==> config.mk <==
export PLATFORM = sky130hd
export DESIGN_NAME = conv_frame_scheduler
export DESIGN_NICKNAME = d
export VERILOG_FILES = /design/src/rtl/conv_frame_scheduler.sv
export SDC_FILE = /design/constraint.sdc
export NUM_CORES = 1
export LEC_CHECK = 0
export ABC_AREA = 0
export BUFFER_PORTS_ARGS = -buffer_cell sky130_fd_sc_hd__buf_4
export CORE_MARGIN = 2
export CORE_UTILIZATION = 45
export DETAILED_ROUTE_END_ITERATION = 8
export MAX_ROUTING_LAYER = met4
export PLACE_DENSITY = 0.68
export SLEW_MARGIN = 30
export SYNTH_ARGS = -nofsm -noshare
export SYNTH_HDL_FRONTEND = slang
export SYNTH_SLANG_ARGS = --single-unit
export TNS_END_PERCENT = 5
==> constraint.sdc <==
create_clock -name clk_i -period 2.7 [get_ports clk_i]
set_input_delay 0.27 -clock clk_i [delete_from_list [all_inputs] [get_ports clk_i]]
set_output_delay 0.27 -clock clk_i [all_outputs]
set_load 0.02 [all_outputs]
==> src/rtl/conv_frame_scheduler.sv <==
// Frame sequencer for the stride-2 2x2 convolution datapath: load the frame,
// issue windows under an in-flight cap, collect results, then signal done.
module conv_frame_scheduler #(
    parameter int unsigned IMG_W     = 640,
    parameter int unsigned IMG_H     = 360,
    parameter int unsigned MAX_OUTST = 4,
    parameter int unsigned PIX_AW    = $clog2(IMG_W * IMG_H),
    parameter int unsigned OUT_AW    = $clog2((IMG_W / 2) * (IMG_H / 2))
) (
    input  logic                       clk_i,
    input  logic                       rst_i,
    input  logic                       start_i,
    input  logic                       abort_i,
    input  logic                       in_valid_i,
    output logic                       in_ready_o,
    output logic                       wr_en_o,
    output logic [PIX_AW-1:0]          wr_addr_o,
    output logic                       win_valid_o,
    input  logic                       win_ready_i,
    output logic [$clog2(IMG_W)-1:0]   win_x_o,
    output logic [$clog2(IMG_H)-1:0]   win_y_o,
    input  logic                       res_valid_i,
    output logic                       res_we_o,
    output logic [OUT_AW-1:0]          res_addr_o,
    output logic                       busy_o,
    output logic                       done_o,
    output logic                       err_o
);

    localparam int unsigned XW    = $clog2(IMG_W);
    localparam int unsigned YW    = $clog2(IMG_H);
    localparam int unsigned N_PIX = IMG_W * IMG_H;
    localparam int unsigned N_WIN = (IMG_W / 2) * (IMG_H / 2);
    // result counter must reach N_WIN itself, one more than the last address
    localparam int unsigned RW    = $clog2(N_WIN + 1);
    localparam int unsigned OW    = $clog2(MAX_OUTST + 1);

    typedef enum logic [2:0] {
        S_IDLE,
        S_LOAD,
        S_COMPUTE,
        S_FLUSH,
        S_DONE
    } state_t;

    state_t              state_q;
    logic [PIX_AW-1:0]   pix_q;
    logic [XW-1:0]       x_q;
    logic [YW-1:0]       y_q;
    logic [OW-1:0]       outst_q;
    logic [RW-1:0]       res_q;
    logic                err_q;

    logic                pix_acc;
    logic                win_hs;
    logic                res_ok;
    logic                err_set;
    logic                last_pix;
    logic                last_x;
    logic                last_y;

    // Handshake decode and error detection from the current state
    always_comb begin
        pix_acc  = (state_q == S_LOAD) && in_valid_i;
        win_hs   = win_valid_o && win_ready_i;
        res_ok   = res_valid_i && (outst_q != OW'(0))
                   && ((state_q == S_COMPUTE) || (state_q == S_FLUSH));
        last_pix = (pix_q == PIX_AW'(N_PIX - 1));
        last_x   = (x_q == XW'(IMG_W - 2));
        last_y   = (y_q == YW'(IMG_H - 2));
        err_set  = (res_valid_i && ((outst_q == OW'(0)) || (state_q == S_IDLE)
                                    || (state_q == S_LOAD) || (state_q == S_DONE)))
                   || (start_i && busy_o);
    end

    // Output decode; write strobes follow the input handshakes in the same cycle
    assign in_ready_o  = (state_q == S_LOAD);
    assign wr_en_o     = pix_acc;
    assign wr_addr_o   = pix_q;
    assign win_valid_o = (state_q == S_COMPUTE) && (outst_q < OW'(MAX_OUTST));
    assign win_x_o     = x_q;
    assign win_y_o     = y_q;
    assign res_we_o    = res_ok;
    assign res_addr_o  = OUT_AW'(res_q);
    assign busy_o      = (state_q != S_IDLE);
    assign done_o      = (state_q == S_DONE);
    assign err_o       = err_q;

    // Frame state machine with its pixel, window, in-flight and result counters
    always_ff @(posedge clk_i) begin
        if (rst_i) begin
            state_q <= S_IDLE;
            pix_q   <= '0;
            x_q     <= '0;
            y_q     <= '0;
            outst_q <= '0;
            res_q   <= '0;
            err_q   <= 1'b0;
        end else begin
            if (err_set) begin
                err_q <= 1'b1;
            end
            if (abort_i && (state_q != S_IDLE)) begin
                state_q <= S_IDLE;
                pix_q   <= '0;
                x_q     <= '0;
                y_q     <= '0;
                outst_q <= '0;
                res_q   <= '0;
            end else begin
                case ({win_hs, res_ok})
                    2'b10:   outst_q <= outst_q + OW'(1);
                    2'b01:   outst_q <= outst_q - OW'(1);
                    default: ;
                endcase
                if (res_ok) begin
                    res_q <= res_q + RW'(1);
                end
                case (state_q)
                    S_IDLE: begin
                        if (start_i) begin
                            state_q <= S_LOAD;
                            pix_q   <= '0;
                            x_q     <= '0;
                            y_q     <= '0;
                            outst_q <= '0;
                            res_q   <= '0;
                        end
                    end
                    S_LOAD: begin
                        if (pix_acc) begin
                            if (last_pix) begin
                                state_q <= S_COMPUTE;
                            end else begin
                                pix_q <= pix_q + PIX_AW'(1);
                            end
                        end
                    end
                    S_COMPUTE: begin
                        if (win_hs) begin
                            if (last_x) begin
                                if (last_y) begin
                                    state_q <= S_FLUSH;
                                end else begin
                                    x_q <= '0;
                                    y_q <= y_q + YW'(2);
                                end
                            end else begin
                                x_q <= x_q + XW'(2);
                            end
                        end
                    end
                    S_FLUSH: begin
                        if ((res_q == RW'(N_WIN)) && (outst_q == OW'(0))) begin
                            state_q <= S_DONE;
                        end
                    end
                    S_DONE: begin
                        state_q <= S_IDLE;
                    end
                    default: begin
                        state_q <= S_IDLE;
                    end
                endcase
            end
        end
    end

endmodule

After elaboration in Yosys (flattened, before gate mapping). Cells that the tools add are included. W data, S select, Z words.

Latch bits: 0. Register bits after elaboration: 60. Memories kept: 0. Memory bits (read-only): 0. Word-level logic and storage cells: 87. Output and inout port bits: 60. Memory bits (writable): 0.

Shift-type cells: 0. Bitwise operators: 0. Div/mod/pow operators: 0. Equality and inequality tests: 20. Add/subtract/negate cells: 6. Order comparisons: 1. $mul: 0. Reductions and logical operators: 25. Multiplexer cells: 28.

Operators by type and width (count): $mux W18 (3); $mux W16 (3); $mux W10 (4); $mux W9 (4); $pmux W18 S2 (1); $mux W3 (9); $pmux W10 S2 (1); $add A18 B1 Y18 const B (1); $eq A18 B18 Y1 const B (1); $pmux W9 S2 (1); $add A16 B1 Y16 const B (1); $eq A16 B16 Y1 const B (1); $ne A2 B2 Y1 const B (6); $pmux W3 S4 (1); $add A10 B2 Y10 const B (1); $eq A10 B10 Y1 const B (1); $add A9 B2 Y9 const B (1); $eq A9 B9 Y1 const B (1); $logic_and A1 B1 Y1 (9); $reduce_and A4 Y1 (2); $reduce_and A7 Y1 (1); $eq A3 B2 Y1 const B (2); $logic_not A3 Y1 (2); $ne A2 B1 Y1 const B (3); 14 further kinds (20).

Depth between registers and ports, before layout.
Depth in word-level cells: 7. Depth in mapped cells: 11. Mapped depth without buffers: 10.

Worst setup path before layout. Ideal clock, no wire load.

Kind: register to register. Start: register state_q[2]. End: register outst_q[2]. Path slack: 0.319 ns. Arrival time: 2.253 ns. Library setup time: 0.128 ns. Buffers on the path: 2. Stages on the path, launching flop included: 12. Cells stage by stage: dfxtp_1 > buf_2 > and3b_2 > and2_1 > clkbuf_1 > ha_1 > inv_1 > fa_1 > xor2_1 > nor2_1 > xnor2_1 > nor2_1.

Word-level cells in the longest chain between the ends: 7. Elaborated cells on any way between the ends: 15. Those cells by class: 4 x eq/ne; 3 x mux; 8 x reduce/logical.

Ends and longest elaborated chain: start, declared (line 46) `state_t state_q;`; start signal, assigned (line 92) `state_q <= S_IDLE;`; start signal, assigned (line 104) `state_q <= S_IDLE;`; start signal, assigned (line 122) `state_q <= S_LOAD;`; $eq A3 B2 Y1 (line 67) `&& ((state_q == S_COMPUTE) || (state_q == S_FLUSH));`; $logic_or A1 B1 Y1 (*) (line 67); $logic_and A1 B1 Y1 (*) (line 67); net res_we_o (line 23) `output logic res_we_o,`; $eq A2 B1 Y1 or $eq A2 B2 Y1 (tied branches) (line 111) `case ({win_hs, res_ok})`; $pmux W3 S2 (*) (line 111); $mux W3 (line 121) `if (start_i) begin`; $mux W3 (*) (line 119) `case (state_q)`; end signal, assigned (line 112) `2'b10: outst_q <= outst_q + OW'(1);`; end signal, assigned (line 113) `2'b01: outst_q <= outst_q - OW'(1);`; end, declared (line 50) `logic [OW-1:0] outst_q;`.

Mark *: on every way through the listed nets, which the timed path passes. The rest lies on a longest branch. A chain may end at the register's enable or synchronous reset.

Worst setup path in the final report.
Start: register state_q[1]. End: register outst_q[1].

Word-level cells in the longest chain between the ends: 7. Elaborated cells on any way between the ends: 15. Those cells by class: 4 x eq/ne; 3 x mux; 8 x reduce/logical.

Ends and longest elaborated chain (line): $eq A3 B2 Y1, on equally long branches (67, 80); $logic_or A1 B1 Y1 or $logic_and A1 B1 Y1 (tied branches) (67, 80); $logic_and A1 B1 Y1, on equally long branches (67, 65); $eq A2 B1 Y1 or $eq A2 B2 Y1 (tied branches) (111); $pmux W3 S2 (111); $mux W3 (121); $mux W3 (119).

Several ways; a longest one is shown, not always the timed one.

==> summary.txt <==
Clock network
  – CTS tree: yes
  – Clock sink count: 58
  – Clk buf depth: 2
  – Post-CTS Setup Inserts: 0
  – Clock Tree Root: clkbuf_8
  – CTS clk-pin slew, worst paths: 0.07 ns
  – # H-tree levels: 3
  – Post-CTS Resized: 0
  – CTS Hold Buffers Added: 0
  – Later-pin clock latency in the skew report: roughly 0.34 ns
  – Inserted Clock Buffers: 9

Floorplan
  – CORE AREA: approximately 0.0068 mm2
  – Die height: between 80 and 90 um
  – Num rows: 30
  – Die area: a little under 0.008 mm2
  – Initial Utilization: a little under half
  – Boundary Pins: 67
  – Die Width: just under 90 um

Detailed routing
  – Routed vias/inst: approximately 5.6
  – Routed WL per cell: between 10 and 15 um
  – DRC viols: 0
  – 1st-iter DRT viols: 194
  – Drt total wl: ~8000 um
  – Final ANT Viol Nets: 0
  – Vias: between 3,000 and 4,000
  – TritonRoute pass-1 iters: 5

Timing
  – Final setup TNS: 0 ns
  – RSZ-0062 raised after global routing: no
  – Slew margin rel.: 46.7%
  – Least-Margin Pin Slew: ~0.8 ns
  – Fmax: about 420 MHz
  – Clk_skew: roughly 0.0093 ns
  – Final Hold Viols: 0
  – Minimum clock period: approximately 2.4 ns
  – Ratio of final minimum period to clock period: about nine tenths
  – Setup WS post-layout: 0.306 ns
  – Final Setup Violations: 0
  – Slew Limit Fails: 0
  – Hold_ws: between 0.1 and 0.15 ns

Synth
  – Synth warn: 0
  – Most common flop cell mapped by yosys: dfxtp_1
  – Cell accounting for the most synthesized area: dfxtp_1
  – Synth Instances: 390
  – #FFs+latches synth: 58
  – Post-synthesis cell type count: 60
  – Largest cells by area after synthesis: dfxtp_1, nor2_1, nand3_1
  – Seq/Total Area, Yosys: approximately 37%
  – Syn Std Cell Area: 0.00315 mm2
  – Async SR Flop Fraction: 0%
  – Post-synth EDFFs: 0
  – Mapped Avg Cell Area: between 8 and 9 um2
  – Synth top area share: between 30% and 40%

Power and ir drop
  – PwrDens: between 400 and 500 mW/mm2
  – Leakage power: roughly 1.5 nW
  – Max VDD drop: 0.239 mV

Critical path
  – CP Capture Type: flop
  – Slowest CP cell: or3b_4
  – CP arrival: roughly 2.7 ns
  – Crit path largest cell delay: approximately 0.5 ns
  – Cell breakdown of the critical path: or3b_4 -> nor2_1 -> inv_1 -> ha_1 -> inv_1 -> fa_1 -> nor2_1 -> a21oi_1 -> nor2_1
  – Worst Path Max Fanout: 11
  – WS Path Type: flop to flop
  – Worst endpoint required time: just under 3 ns
  – CP Launch Type: flop
  – Most frequent CP cell: nor2_1

Cells and area
  – Share of cells above drive strength 1: 21.1%
  – Final nets: 466
  – Final core utilization: 57.2%
  – Final Non-Filler Cells: ~550
  – Diode count: 0
  – Area delta synth->final: 23.3%

Place
  – Input/output buffers: 64
  – DP Cell Count: about 540
  – Placer Congestion: 0.859
  – Setup WS pre-CTS: 0.334 ns
  – DPL Wire Length: about 6000 um

GRT
  – Antenna violations before repair: 0
  – Gr usage total: roughly 22%
  – Vias in the first global route: approximately 2,800
  – Largest net degree at the start of global routing: 22
  – First-pass GRT wire length: 13,300 um
  – GRT Residual Overflow: 0

Run status
  – Status: complete, no violations

Hold path
  – HP Class: input port to flop

Run
  – Max Cap Violations: 0
==> logic make-up after synthesis <==
family | after synthesis | synth area share, %
AND/OR/NAND/NOR | 185 | 30.7
AO/OA/AOI/OAI | 89 | 19.1
flip-flops | 58 | 36.8
buffers and inverters | 31 | 4.92
XOR/XNOR | 18 | 5.00
adder cells (fa/ha/maj) | 7 | 3.02
other | 1 | 0.119
multiplexers | 1 | 0.318
==> report_power, final <==
group	internal (mW)	leakage (nW)	switching, mW
sequential	0.861	0.468	0.0104
combinational	0.0576	0.887	0.118
clock	0.496	0.106	0.341
==> critical path, delay by kind of cell (launching register included) <==
kind,cells,cell delay [ns]
fa+ha+maj,2,0.63
flops,1,0.50
simple gates,4,0.95
compound gates,1,0.05
buf+inv,2,0.21
==> final timing paths <==
path,from,to,slack [ns],depth (start not counted)
worst max register to register,state_q[1]$_SDFFE_PP0P_,outst_q[1]$_SDFF_PP0_,0.31,9
worst min register to register,wr_addr_o[15]$_SDFFE_PP0P_,wr_addr_o[15]$_SDFFE_PP0P_,0.53,2
worst min-delay path,rst_i,err_o$_SDFFE_PP0P_,0.12,2
worst max-delay path,state_q[1]$_SDFFE_PP0P_,outst_q[1]$_SDFF_PP0_,0.31,9
==> per-layer routing <==
metal	vias to the layer above	global-route usage, %	part of all wire [%]
li1	1550	-	-
met1	1405	30.9	48
met2	108	31.6	44
met3	9	6.79	6.7
met4	0	6.43	1.5
met5	-	-	0
==> cells in the mapped netlist (all sizes together) (3+ instances only) <==
master,instances
clkbuf,9
xor2,7
dfxtp,58
nand4,12
nand3,26
buf,10
a21o,4
nand2,28
o21ai,18
and3,6
o31ai,5
or4,3
inv,12
and4,3
a21oi,25
nor3b,4
nor4,10
nor3,18
xnor2,11
a31oi,5
o211ai,10
nor2,48
or3,12
ha,6
==> per-stage QoR <==
| stage | instance area [um2] | total power, mW |
|---|---|---|
| 2_1_floorplan | 3160 | 1.02 |
| 3_3_place_gp | 3680 | 1.06 |
| 3_5_place_dp | 3680 | 1.07 |
| 4_1_cts | 3890 | 1.90 |
| 5_1_grt | 3890 | 1.96 |
| 6_report | 3890 | 1.88 |
==> area by class of cell <==
cell class                      instances  area (um2)
Multi-Input combinational cell        302        1840
Timing Repair Buffer                   69         518
Clock inverter                          2        35.0
Sequential cell                        58        1160
Clock buffer                           13         169
Inverter                               12        45.0
Fill cell                             627        2910
Tap cell                               96         120
==> cell usage in the layout (no fill, tap or decap), types with 15 or more instances in the layout <==
| cell | count |
|---|---|
| a21oi_1 | 24 |
| nor2_1 | 48 |
| nor3_1 | 17 |
| nand3_1 | 26 |
| o21ai_0 | 15 |
| dfxtp_1 | 58 |
| buf_4 | 69 |
| nand2_1 | 28 |
==> sequential cells by signal (all words and copies together) (netlist names) <==
register    cells
res_addr_o     16
win_y_o         8
state_q         3
err_o           1
outst_q         3
win_x_o         9
wr_addr_o      18
Note: power is estimated with default switching activity, not from simulation.
